File: src/rtl/usb_rx_fifo_reader_pkg.sv
// rtl/usb_rx_fifo_reader_pkg.sv - shared FX2 endpoint addresses and reader state encoding
package usb_rx_fifo_reader_pkg;

  localparam logic [1:0] EP2_ADDR = 2'b00;
  localparam logic [1:0] EP4_ADDR = 2'b01;
  localparam logic [1:0] EP6_ADDR = 2'b10;
  localparam logic [1:0] EP8_ADDR = 2'b11;

  typedef enum logic [2:0] {
    S_IDLE  = 3'd0,
    S_SEL   = 3'd1,
    S_RD    = 3'd2,
    S_GAP   = 3'd3,
    S_DRAIN = 3'd4,
    S_DONE  = 3'd5
  } rd_state_t;

endpackage

File: src/rtl/usb_rx_buf.sv
// rtl/usb_rx_buf.sv - small circular word buffer between the FX2 read side and the write stream
module usb_rx_buf #(
  parameter int DATA_W = 16,
  parameter int DEPTH  = 4
) (
  input  logic                       clk,
  input  logic                       rst_n,
  input  logic                       push_valid,
  input  logic [DATA_W-1:0]          push_data,
  input  logic                       pop_ready,
  output logic                       pop_valid,
  output logic [DATA_W-1:0]          pop_data,
  output logic [$clog2(DEPTH+1)-1:0] count
);

  localparam int AW = $clog2(DEPTH);
  localparam int CW = $clog2(DEPTH+1);

  logic [DATA_W-1:0] mem_q [DEPTH];
  logic [AW-1:0]     wr_ptr_q, rd_ptr_q;
  logic [CW-1:0]     count_q;
  logic              do_push, do_pop;

  function automatic logic [AW-1:0] next_ptr(input logic [AW-1:0] p);
    return (p == AW'(DEPTH-1)) ? '0 : p + AW'(1);
  endfunction

  assign do_push   = push_valid && (count_q != CW'(DEPTH));
  assign do_pop    = pop_ready && (count_q != '0);
  assign pop_valid = (count_q != '0);
  // Head is zeroed while empty so the stream reads 0 after reset and between bursts.
  assign pop_data  = (count_q != '0) ? mem_q[rd_ptr_q] : '0;
  assign count     = count_q;

  always_ff @(posedge clk) begin
    if (do_push) begin
      mem_q[wr_ptr_q] <= push_data;
    end
  end

  always_ff @(posedge clk or negedge rst_n) begin
    if (!rst_n) begin
      wr_ptr_q <= '0;
      rd_ptr_q <= '0;
      count_q  <= '0;
    end else begin
      if (do_push) wr_ptr_q <= next_ptr(wr_ptr_q);
      if (do_pop)  rd_ptr_q <= next_ptr(rd_ptr_q);
      count_q <= count_q + CW'(do_push) - CW'(do_pop);
    end
  end

endmodule

File: src/rtl/usb_rx_fifo_reader.sv
// rtl/usb_rx_fifo_reader.sv - FX2 slave-FIFO EP2 OUT reader feeding a valid/ready word stream
module usb_rx_fifo_reader
  import usb_rx_fifo_reader_pkg::*;
#(
  parameter logic [1:0] RX_FIFOADDR = EP2_ADDR,
  parameter int         CNT_W       = 24
) (
  input  logic             cyp_clk,
  input  logic             rst_n,
  input  logic             start,
  input  logic [CNT_W-1:0] xfer_words,
  input  logic             usb_flaga,
  input  logic [15:0]      usb_fd_in,
  output logic [1:0]       usb_fifoaddr,
  output logic             usb_slcs,
  output logic             usb_sloe,
  output logic             usb_slrd,
  output logic             usb_slwr,
  output logic [15:0]      wr_data,
  output logic             wr_valid,
  input  logic             wr_ready,
  output logic             busy,
  output logic             download_done,
  output logic [CNT_W-1:0] word_cnt
);

  localparam int BUF_DEPTH = 4;

  rd_state_t        state_q;
  logic [CNT_W-1:0] len_q, cnt_q;
  logic             slcs_q, sloe_q, slrd_q, busy_q, done_q;
  logic [2:0]       buf_count;
  logic             can_read, push;

  // The strobe is registered, so the read decision is made one cycle ahead
  // using the occupancy seen now; two free entries cover the in-flight word.
  assign can_read = usb_flaga && (buf_count <= 3'(BUF_DEPTH-2));
  assign push     = (state_q == S_RD) && !slrd_q;

  always_ff @(posedge cyp_clk or negedge rst_n) begin
    if (!rst_n) begin
      state_q <= S_IDLE;
      len_q   <= '0;
      cnt_q   <= '0;
      slcs_q  <= 1'b1;
      sloe_q  <= 1'b1;
      slrd_q  <= 1'b1;
      busy_q  <= 1'b0;
      done_q  <= 1'b0;
    end else begin
      case (state_q)
        S_IDLE: begin
          if (start) begin
            len_q  <= xfer_words;
            cnt_q  <= '0;
            done_q <= 1'b0;
            busy_q <= 1'b1;
            if (xfer_words == '0) begin
              state_q <= S_DONE;
            end else begin
              state_q <= S_SEL;
              slcs_q  <= 1'b0;
              sloe_q  <= 1'b0;
            end
          end
        end
        S_SEL: begin
          state_q <= S_RD;
          slrd_q  <= !can_read;
        end
        S_RD: begin
          if (!slrd_q) begin
            slrd_q  <= 1'b1;
            state_q <= S_GAP;
            if (cnt_q != len_q) cnt_q <= cnt_q + CNT_W'(1);
          end else begin
            slrd_q <= !can_read;
          end
        end
        S_GAP: begin
          if (cnt_q == len_q) begin
            state_q <= S_DRAIN;
            slcs_q  <= 1'b1;
            sloe_q  <= 1'b1;
          end else begin
            state_q <= S_RD;
            slrd_q  <= !can_read;
          end
        end
        S_DRAIN: begin
          if (buf_count == '0) state_q <= S_DONE;
        end
        S_DONE: begin
          state_q <= S_IDLE;
          busy_q  <= 1'b0;
          done_q  <= 1'b1;
        end
        default: begin
          state_q <= S_IDLE;
          slcs_q  <= 1'b1;
          sloe_q  <= 1'b1;
          slrd_q  <= 1'b1;
          busy_q  <= 1'b0;
        end
      endcase
    end
  end

  usb_rx_buf #(
    .DATA_W (16),
    .DEPTH  (BUF_DEPTH)
  ) u_buf (
    .clk        (cyp_clk),
    .rst_n      (rst_n),
    .push_valid (push),
    .push_data  (usb_fd_in),
    .pop_ready  (wr_ready),
    .pop_valid  (wr_valid),
    .pop_data   (wr_data),
    .count      (buf_count)
  );

  assign usb_fifoaddr  = RX_FIFOADDR;
  assign usb_slcs      = slcs_q;
  assign usb_sloe      = sloe_q;
  assign usb_slrd      = slrd_q;
  assign usb_slwr      = 1'b1;
  assign busy          = busy_q;
  assign download_done = done_q;
  assign word_cnt      = cnt_q;

endmodule

File: config.mk
export PLATFORM = sky130hd
export DESIGN_NAME = usb_rx_fifo_reader
export DESIGN_NICKNAME = d
export VERILOG_FILES = /design/src/rtl/usb_rx_fifo_reader_pkg.sv /design/src/rtl/usb_rx_buf.sv /design/src/rtl/usb_rx_fifo_reader.sv
export SDC_FILE = /design/constraint.sdc
export NUM_CORES = 1
export LEC_CHECK = 0
export BUFFER_PORTS_ARGS = -buffer_cell sky130_fd_sc_hd__buf_2
export CAP_MARGIN = 15
export CORE_MARGIN = 1.5
export CORE_UTILIZATION = 40
export CTS_CLUSTER_DIAMETER = 150
export CTS_CLUSTER_SIZE = 12
export DETAILED_ROUTE_END_ITERATION = 16
export HOLD_SLACK_MARGIN = 0.1
export PLACE_DENSITY = 0.6
export SLEW_MARGIN = 0
export SYNTH_ARGS = -nofsm -noshare
export SYNTH_HDL_FRONTEND = slang
export SYNTH_SLANG_ARGS = --single-unit
File: constraint.sdc
create_clock -name cyp_clk -period 3.55 [get_ports cyp_clk]
set_input_delay 0.355 -clock cyp_clk [delete_from_list [all_inputs] [get_ports cyp_clk]]
set_output_delay 0.355 -clock cyp_clk [all_outputs]
set_load 0.01 [all_outputs]
==> metrics.txt <==
yosys warns=0; crit path DAT=2.65 ns; Setup-failing EPs final=0; number of synthesized flops with an enable pin=64; DR vias/cell=5.21; Final min period=2.62 ns; Nets=646; Initial Util=41.5%; initial antenna violation count=0; XOR/XNOR Fraction of Synth Area=approximately 3.7%; H-tree levels=4; drt initial violations=approximately 280; FF+latch area=0.00348 sq mm; Die Y=124 microns; Final Hold Fails=0; Die Width=124 microns; filler instances=~1,300; multi-input combinational cell area=0.00217 sq mm; clock skew=between 0.005 and 0.006 ns; total track usage=18.6%; area share of fa/ha/maj cells after synthesis=2.27%; Min Hold Slack=0.148 ns; CTS Hold Bufs=1; Vias=4,082; post-route ant nets=0; diodes inserted=0; Simple-Gate Fraction of Synth Area=16.7%; Worst Hold Launch=xfer_words[4]; row count=43; maximum root-to-sink buffer count=2; Hold Path Class=input port to flip-flop; synthesized area per cell=approximately 12 sq um; setup TNS=0 ns; CTS clk-pin slew, worst paths=0.06 ns; Setup crit end kind=flip-flop; sequential area share after synthesis=59.5%; Tcrit/Tclk final=73.8%; CTS buffer count=17; largest net degree at the start of global routing=31; CTS sink count=about 130; number of max-cap violations=0; clock root cell=clkbuf_16; compound-gate portion of the synthesized area=7.09%; drt pass-1 iters=4; Final Slew Violations=0; VDD IR max=0.000359 V; DR WL/cell=16.4 microns; number of remaining DRC errors=0; CORE AREA=roughly 0.014 sq mm; global-route wire length before repair=21,000 microns; Reg-to-Reg Start=state_q[2]; TritonCTS clock tree=built; pwr dens=approximately 730 mW/mm^2; Syn Inst Count=499; Ports=94; area delta synth->final=20.5%; share of cells above drive strength 1=24.5%; RSZ-0062 raised after global routing=no; Yosys cell types=45; CP required=3.59 ns; FF+latch count, synth=126; Post-CTS Resized=0; Critical Path Start=state_q[2]; crit-path max FO=16; port buffer count=90; final wirelength=12,900 microns; mux contribution to synthesized area=under 10%; vias in the first global route=between 4,000 and 5,000; DP HPWL=8940 microns; critical path type=flip-flop to flip-flop; main combinational cell family by area after synthesis=simple AND/OR/NAND/NOR gates; status=finished, final reports clean; full die area=0.0153 sq mm; ys flop type=edfxtp_1; asr flop ratio synth=49.2%; Total Power=5.17 mW; Max Fclk=0.382 GHz; mapped cell area=0.00584 sq mm; worst slew pin tran=0.837 ns; clk_lat worst skew=0.41 ns; Worst Setup Start Kind=flip-flop; Rel. slew slack=44.2%; routability cong.=0.802; number of setup buffers added after CTS=0; LEAKAGE=3.01 nW; gr ovfl total=0
cells in the final DEF, fill, tap and decap left out, types with 8 or more instances in the layout:
| cell | count |
|---|---|
| nand2_1 | 104 |
| buf_2 | 90 |
| edfxtp_1 | 64 |
| dfrtp_1 | 60 |
| xor2_1 | 25 |
| nor2_1 | 21 |
| and2_1 | 21 |
| clkbuf_16 | 17 |
| mux4_2 | 16 |
| nor4_1 | 15 |
| nor3_1 | 15 |
| inv_1 | 14 |
| o21ai_0 | 14 |
| a21oi_1 | 11 |
| o31ai_1 | 9 |
| ha_1 | 9 |
| buf_4 | 9 |
| nand4_1 | 8 |
| nand3_1 | 8 |
| o21ai_1 | 8 |
Yosys cell counts (2+ instances only):
master	n	area, sq um
nand3_1	8	40.0
a31oi_1	2	12.5
clkbuf_1	13	48.8
o31ai_1	9	67.6
nand2_1	104	390
o21ai_1	8	40.0
inv_1	14	52.6
nor2_1	21	78.8
dfrtp_1	60	1500
xor2_1	25	219
o31a_1	2	17.5
buf_2	7	35.0
buf_6	2	22.5
ha_1	9	113
mux2i_1	4	40.0
or3_1	2	12.5
mux4_2	16	360
o22a_1	4	35.0
conb_1	2	7.51
and2_1	21	131
and4_1	2	17.5
o211ai_1	3	22.5
and3_1	5	31.3
nand2b_1	4	25.0
nor4_1	15	93.8
buf_4	6	45.0
a21o_1	3	22.5
nand4_1	8	50.1
edfxtp_1	64	1920
a21oi_1	11	55.1
nor3_1	15	75.1
dfstp_2	2	52.6
o21ai_0	14	70.1
nor2b_1	3	18.8
power by group:
| group | switching (mW) | leakage [nW] | internal (mW) |
|---|---|---|---|
| Clock | 0.633 | 0.293 | 1.10 |
| Sequential | 0.256 | 1.36 | 1.83 |
| Combinational | 0.699 | 1.36 | 0.645 |
registers in the layout (all words and copies together) (netlist names):
| register | cells |
|---|---|
| download_done | 1 |
| usb_slrd | 1 |
| len_q | 24 |
| u_buf.mem_q | 64 |
| u_buf.rd_ptr_q | 2 |
| busy | 1 |
| u_buf.wr_ptr_q | 2 |
| word_cnt | 24 |
| usb_sloe | 1 |
| u_buf.count | 3 |
| state_q | 3 |
per-layer routing:
layer | up-vias | global-route usage [%] | share of wire [%]
li1 | 1970 | - | -
met1 | 1996 | 24.4 | 45
met2 | 108 | 29.0 | 48
met3 | 8 | 5.72 | 6.4
met4 | 0 | 7.04 | 0.96
met5 | - | 0 | 0
worst max-delay path: stages (launching register included):
cell	delay, ns
dfrtp_1	0.51
nor2_1	0.21
nand2_1	0.09
a211oi_1	0.65
and2_1	0.78
path summary, 6_finish.rpt:
| check | cells after the start | slack, ns | end |
|---|---|---|---|
| setup / recovery | 4 | 0.93 | u_buf.mem_q[3][15] |
| hold / removal | 3 | 0.15 | len_q[4] |
| setup reg to reg | 4 | 0.93 | u_buf.mem_q[3][15] |
| hold reg to reg | 2 | 0.50 | len_q[2] |
| max in group asynchronous | 3 | 2.50 | usb_slrd |
| min in group asynchronous | 2 | 0.34 | len_q[13] |
logic make-up (layout without fill, tap and decap cells):
| group | count (synthesis) | after routing |
|---|---|---|
| mux | 21 | 21 |
| simple gates | 210 | 210 |
| flops | 126 | 126 |
| buf+inv | 42 | 145 |
| xor+xnor | 25 | 25 |
| compound gates | 63 | 63 |
| other cells | 2 | 3 |
| fa+ha+maj | 10 | 10 |
per-stage QoR:
step	cell area (sq um)	util [%]	std cells	setup WS [ns]
detailed placement	6440	45.7	751	0.892
floorplan	5850	-	500	1.33
finish	7040	50.0	783	0.931
CTS	7040	50.0	783	0.882
global route	7040	50.0	783	0.589
global placement	6440	45.7	751	0.968
final cells by class:
cell class	instances	area share, %
Sequential cell	126	49.4
Multi-Input combinational cell	332	30.8
Timing Repair Buffer	100	7.50
Clock buffer	18	6.09
Tap cell	180	3.20
Clock inverter	13	2.34
Inverter	14	0.746
Power figures use the tool's default switching activity.
